===== config.mk =====
export PLATFORM = sky130hd
export DESIGN_NAME = idli_sqi_ctl_m
export DESIGN_NICKNAME = d
export VERILOG_FILES = /design/src/rtl/idli_sqi_ctl_m.sv
export SDC_FILE = /design/constraint.sdc
export NUM_CORES = 1
export LEC_CHECK = 0
export BUFFER_PORTS_ARGS = -buffer_cell sky130_fd_sc_hd__buf_4
export CAP_MARGIN = 20
export CORE_MARGIN = 2
export CORE_UTILIZATION = 53
export CTS_CLUSTER_SIZE = 12
export DETAILED_ROUTE_END_ITERATION = 16
export GPL_TIMING_DRIVEN = 1
export PLACE_DENSITY = 0.79
export SYNTH_ARGS = -nofsm -noshare
export SYNTH_HDL_FRONTEND = slang
export SYNTH_SLANG_ARGS = --single-unit

===== constraint.sdc =====
create_clock -name i_sq_gck -period 2.1 [get_ports i_sq_gck]
set_input_delay 0.21 -clock i_sq_gck [delete_from_list [all_inputs] [get_ports i_sq_gck]]
set_output_delay 0.21 -clock i_sq_gck [all_outputs]
set_load 0.02 [all_outputs]

===== src/rtl/idli_sqi_ctl_m.sv =====
// SQI serial SRAM controller: issues command/address nibbles, handles dummy
// cycles, then streams data nibbles with a 2b sync counter and assembles
// 16b words for the instruction decoder.
module idli_sqi_ctl_m (
  input  logic             i_sq_gck,
  input  logic             i_sq_rst,
  input  logic             i_sq_redirect,
  input  logic             i_sq_wr,
  input  logic [15:0]      i_sq_addr,
  input  logic             i_sq_stop,
  input  logic [3:0]       i_sq_wdata,
  input  logic [3:0]       i_sq_sio,
  output logic [3:0]       o_sq_sio,
  output logic [3:0]       o_sq_sio_oe,
  output logic             o_sq_cs_n,
  output logic             o_sq_sck_en,
  output logic [1:0]       o_sq_ctr,
  output logic [3:0][3:0]  o_sq_enc,
  output logic             o_sq_valid
);

  localparam int unsigned CNT_W     = 3;
  localparam int unsigned ADDR_LAST = 5;

  typedef enum logic [2:0] {
    IDLE,
    START,
    CMD,
    ADDR,
    DUMMY,
    DATA
  } state_t;

  state_t           state;
  logic [CNT_W-1:0] cnt;
  logic [15:0]      addr_q;
  logic             wr_q;
  logic [3:0]       sio_q;

  // Nibble idx (0 = most significant) of the 24b byte address for word addr a.
  function automatic logic [3:0] addr_nib(input logic [15:0] a, input logic [CNT_W-1:0] idx);
    logic [23:0] b;
    b = {7'b0, a, 1'b0} << {idx, 2'b00};
    return b[23:20];
  endfunction

  // Sequencer: state, phase counter and all registered pin/decoder outputs.
  always_ff @(posedge i_sq_gck or posedge i_sq_rst) begin
    if (i_sq_rst) begin
      state       <= IDLE;
      cnt         <= '0;
      addr_q      <= '0;
      wr_q        <= 1'b0;
      sio_q       <= 4'h0;
      o_sq_sio_oe <= 4'h0;
      o_sq_cs_n   <= 1'b1;
      o_sq_sck_en <= 1'b0;
      o_sq_ctr    <= 2'd3;
      o_sq_enc    <= '0;
      o_sq_valid  <= 1'b0;
    end else if (i_sq_redirect) begin
      // A redirect always restarts through a deselect cycle.
      state       <= START;
      cnt         <= '0;
      addr_q      <= i_sq_addr;
      wr_q        <= i_sq_wr;
      sio_q       <= 4'h0;
      o_sq_sio_oe <= 4'h0;
      o_sq_cs_n   <= 1'b1;
      o_sq_sck_en <= 1'b0;
      o_sq_ctr    <= 2'd3;
      o_sq_valid  <= 1'b0;
    end else if (i_sq_stop && (state != IDLE)) begin
      state       <= IDLE;
      cnt         <= '0;
      sio_q       <= 4'h0;
      o_sq_sio_oe <= 4'h0;
      o_sq_cs_n   <= 1'b1;
      o_sq_sck_en <= 1'b0;
      o_sq_ctr    <= 2'd3;
      o_sq_valid  <= 1'b0;
    end else begin
      case (state)
        START: begin
          state       <= CMD;
          cnt         <= '0;
          sio_q       <= 4'h0;
          o_sq_sio_oe <= 4'hF;
          o_sq_cs_n   <= 1'b0;
          o_sq_sck_en <= 1'b1;
        end
        CMD: begin
          if (cnt == '0) begin
            cnt   <= CNT_W'(1);
            sio_q <= wr_q ? 4'h2 : 4'h3;
          end else begin
            state <= ADDR;
            cnt   <= '0;
            sio_q <= addr_nib(addr_q, '0);
          end
        end
        ADDR: begin
          if (cnt != CNT_W'(ADDR_LAST)) begin
            cnt   <= cnt + CNT_W'(1);
            sio_q <= addr_nib(addr_q, cnt + CNT_W'(1));
          end else begin
            cnt   <= '0;
            sio_q <= 4'h0;
            if (wr_q) begin
              state       <= DATA;
              o_sq_sio_oe <= 4'hF;
            end else begin
              state       <= DUMMY;
              o_sq_sio_oe <= 4'h0;
            end
          end
        end
        DUMMY: begin
          if (cnt == '0) begin
            cnt <= CNT_W'(1);
          end else begin
            state <= DATA;
            cnt   <= '0;
          end
        end
        DATA: begin
          o_sq_ctr <= o_sq_ctr + 2'd1;
          if (!wr_q) begin
            o_sq_enc[2'(o_sq_ctr + 2'd1)] <= i_sq_sio;
            o_sq_valid <= (o_sq_ctr == 2'd2);
          end
        end
        default: begin
          state <= IDLE;
        end
      endcase
    end
  end

  // Write data passes straight to the pins; everything else is registered.
  always_comb begin
    o_sq_sio = sio_q;
    if ((state == DATA) && wr_q) begin
      o_sq_sio = i_sq_wdata;
    end
  end

endmodule


==> impl_results.md <==
- Status: completed
- Cell Area, Synth: 2390 µm²
- Count of buffers from port buffering: 57
- Final Hold Vio Count: 0
- Final-stage net count: 294
- FP Rows: 24
- Main synth FF type: dfrtp_1
- RD Place Congestion: 0.888
- Max stage delay cell, worst path: dfrtp_2
- Post-synth EDFFs: 0
- Hold wc startpoint: i_sq_wr
- First-pass DRT Iterations: 4
- Crit-path max cell delay: 0.48 ns
- DR vias: 1725
- Tmin final: 1.97 ns
- Fin. max-slew vios: 0
- Critical Path Sink Type: output port
- Max_slew headroom: 0.671
- Via density: 5.55
- Yosys Warn Count: 0
- Setup TNS: 0 ns
- Layout cell share with drive strength beyond 1: 0.459
- Asr flop ratio synth: 1.00
- Post-synth top area share: 0.481
- WHS Endpoint: wr_q
- Setup-failing EPs final: 0
- Total grt overflow: 0
- First DRT Iteration DRCs: 79
- Clk sinks: 49
- Synth Instances: 201
- Arrival time at the worst endpoint: 1.76 ns
- Worst skew pair latency: 0.31 ns
- Area delta synth->final: 24.2%
- Yosys top cell by area: dfrtp_1
- First-pass GRT wire length: 8.08 mm
- Final wirelength: 4.79 mm
- Fmax: 508 MHz
- Layout Cells excl Fill: 311
- Placement Cell Area: 2850 µm²
- GRT Total Usage: 0.205
- DP Cell Count: 302
- Die Y: 71.2 µm
- Max VDD drop: 0.000466 V
- Flop2flop setup slack: 0.41 ns
- Worst Path Required: 1.89 ns
- Vias in the first global route: 1709
- Crit path buffers/inverters: 1
- Worst-Margin Slew: 0.493 ns
- Static leakage: 1.42 nW
- Initial Util: 0.550
- H-tree levels: 2
- Worst-path clk slew: 0.09 ns
- Most instantiated library cell after synthesis: dfrtp_1
- Boundary Pins: 58
- Pwr Density: 653 nW/µm²
- Number of max-cap violations: 0
- Root Driver: clkbuf_8
- N_diodes: 0
- Worst Reg-to-Reg Cells: 3
- Die X: 71.2 µm
- Remaining antenna violation count: 0
- Hold path cells: 3
- CTS tree: yes
- Final period util: 0.938
- Synth cell types: 42
- Worst r2r dst: cnt[0]
- Sequential-to-total area share from yosys stat: 0.514
- Clk_skew: 0.00984 ns
- Die Area: 5070 µm²
- Core region area: 4350 µm²
- Worst path top cell family by delay: flip-flops
- Synth Net Count: 237
- Worst flop-to-flop path startpoint: state[0]
- Largest net degree at the start of global routing: 28
- Design Area, Final: 2980 µm²
- Num CTS Buffers: 5
- Worst Setup Start Kind: register
- Post-synth top cells: dfrtp_1 (46), mux2_2 (39), nand2_1 (16)
- HPWL after DPL: 3.78 mm
- Antenna violations before repair: 0
- Remaining DRCs: 0
- Drt wl/cell: 15.4 µm
- Top cells by area, synth: dfrtp_1 (48%), mux2_2 (18%), ha_1 (3.7%), dfstp_2 (3.3%), nand2_1 (2.5%)
- Max FO, Critical Path: 12
- Synth Register Bits: 49
- Crit path kind: register to output port
- Unrepaired setup endpoints after global routing: false
- Critical path cell sequence: and2b_1, nand3_1, mux2_2, buf_4
- HP Class: input pin to register
- Setup bufs post-CTS: 0
- Mean Syn Cell Area: 11.9 µm²
- Clock buffer depth: 2
-- worst register-to-register path, delay by kind of cell (launching register included) --
| kind | cells | cell delay (ns) |
|---|---|---|
| AO/OA/AOI/OAI | 2 | 0.57 |
| AND/OR/NAND/NOR | 1 | 0.49 |
| flip-flops | 1 | 0.54 |
-- state kept, by name (all words and copies together) (netlist names), 2 cells and up --
| name | cells |
|---|---|
| cnt | 3 |
| sio_q | 4 |
| o_sq_ctr | 2 |
| o_sq_enc | 16 |
| addr_q | 16 |
| state | 3 |
-- power by group --
| group | internal, mW | switching [mW] | total [mW] |
|---|---|---|---|
| sequential | 0.987 | 0.0349 | 1.02 |
| clock | 0.357 | 0.316 | 0.673 |
| combinational | 0.130 | 0.117 | 0.247 |
| total | 1.47 | 0.468 | 1.94 |
-- layout make-up --
type / instances / area (µm²)
fillers: 366 / 1380
flip-flops and latches: 49 / 1230
multi-input cells: 133 / 1060
repair buffers: 61 / 473
clock buffers: 5 / 68.8
well taps: 52 / 65.1
clock inverters: 3 / 43.8
inverters: 8 / 30.0
-- through the flow --
stage / hold slack [ns] / utilization / setup slack (ns) / total power, mW
2_1_floorplan: 0.331 / - / 0.415 / 1.20
3_3_place_gp: 0.272 / 0.655 / 0.421 / 1.28
3_5_place_dp: 0.274 / 0.655 / 0.411 / 1.29
4_1_cts: 0.105 / 0.683 / 0.0800 / 1.97
5_1_grt: 0.112 / 0.683 / 0.0376 / 2.02
6_report: 0.106 / 0.683 / 0.131 / 1.94
-- worst max path at each step --
| stage | startpoint | endpoint | slack (ns) | cells after the start |
|---|---|---|---|---|
| floorplan | cnt[0] | sio_q[0] | 0.42 | 7 |
| global placement | state[0] | cnt[0] | 0.42 | 3 |
| detailed placement | cnt[0] | sio_q[0] | 0.41 | 6 |
| CTS | state[1] | o_sq_sio[3] | 0.08 | 4 |
| global route | state[1] | o_sq_sio[3] | 0.04 | 4 |
| finish | state[1] | o_sq_sio[3] | 0.13 | 4 |
-- metal layers --
metal / track usage / share of wire / up-vias
li1: - / - / 826
met1: 0.268 / 0.41 / 829
met2: 0.338 / 0.51 / 65
met3: 0.0520 / 0.069 / 5
met4: 0.0629 / 0.013 / 0
met5: 0 / 0 / -
-- kinds of logic after synthesis --
family | share of synthesized area
multiplexers | 0.204
adder cells (fa/ha/maj) | 0.0366
AND/OR/NAND/NOR | 0.101
XOR/XNOR | 0.00732
AO/OA/AOI/OAI | 0.0940
buffers and inverters | 0.0428
flip-flops | 0.514
-- cell usage in the layout (no fill, tap or decap), types with 2 or more instances in the layout --
cell type / netlist / final
mux2_2: 39 / 39
nand3_1: 8 / 8
dfrtp_2: 0 / 2
mux2i_1: 5 / 5
inv_1: 8 / 7
a32oi_1: 2 / 2
nor2_1: 10 / 10
a2bb2oi_1: 4 / 4
nand2_1: 16 / 16
dfstp_2: 3 / 3
nor3b_1: 3 / 3
buf_4: 3 / 59
clkbuf_8: 0 / 5
o22ai_1: 2 / 2
a21oi_1: 6 / 6
o21ai_0: 6 / 6
o21ai_1: 2 / 2
xnor2_1: 2 / 2
ha_1: 7 / 7
o211ai_1: 2 / 2
dfrtp_1: 46 / 44
-- repair_timing --
action                                  in CTS  in global routing
resized for setup                            0                  2
hold buffers                                 1                  0
endpoints found under the setup margin       0                  3
endpoints found under the hold margin       22                  0
(Power assumes the default switching activity.)
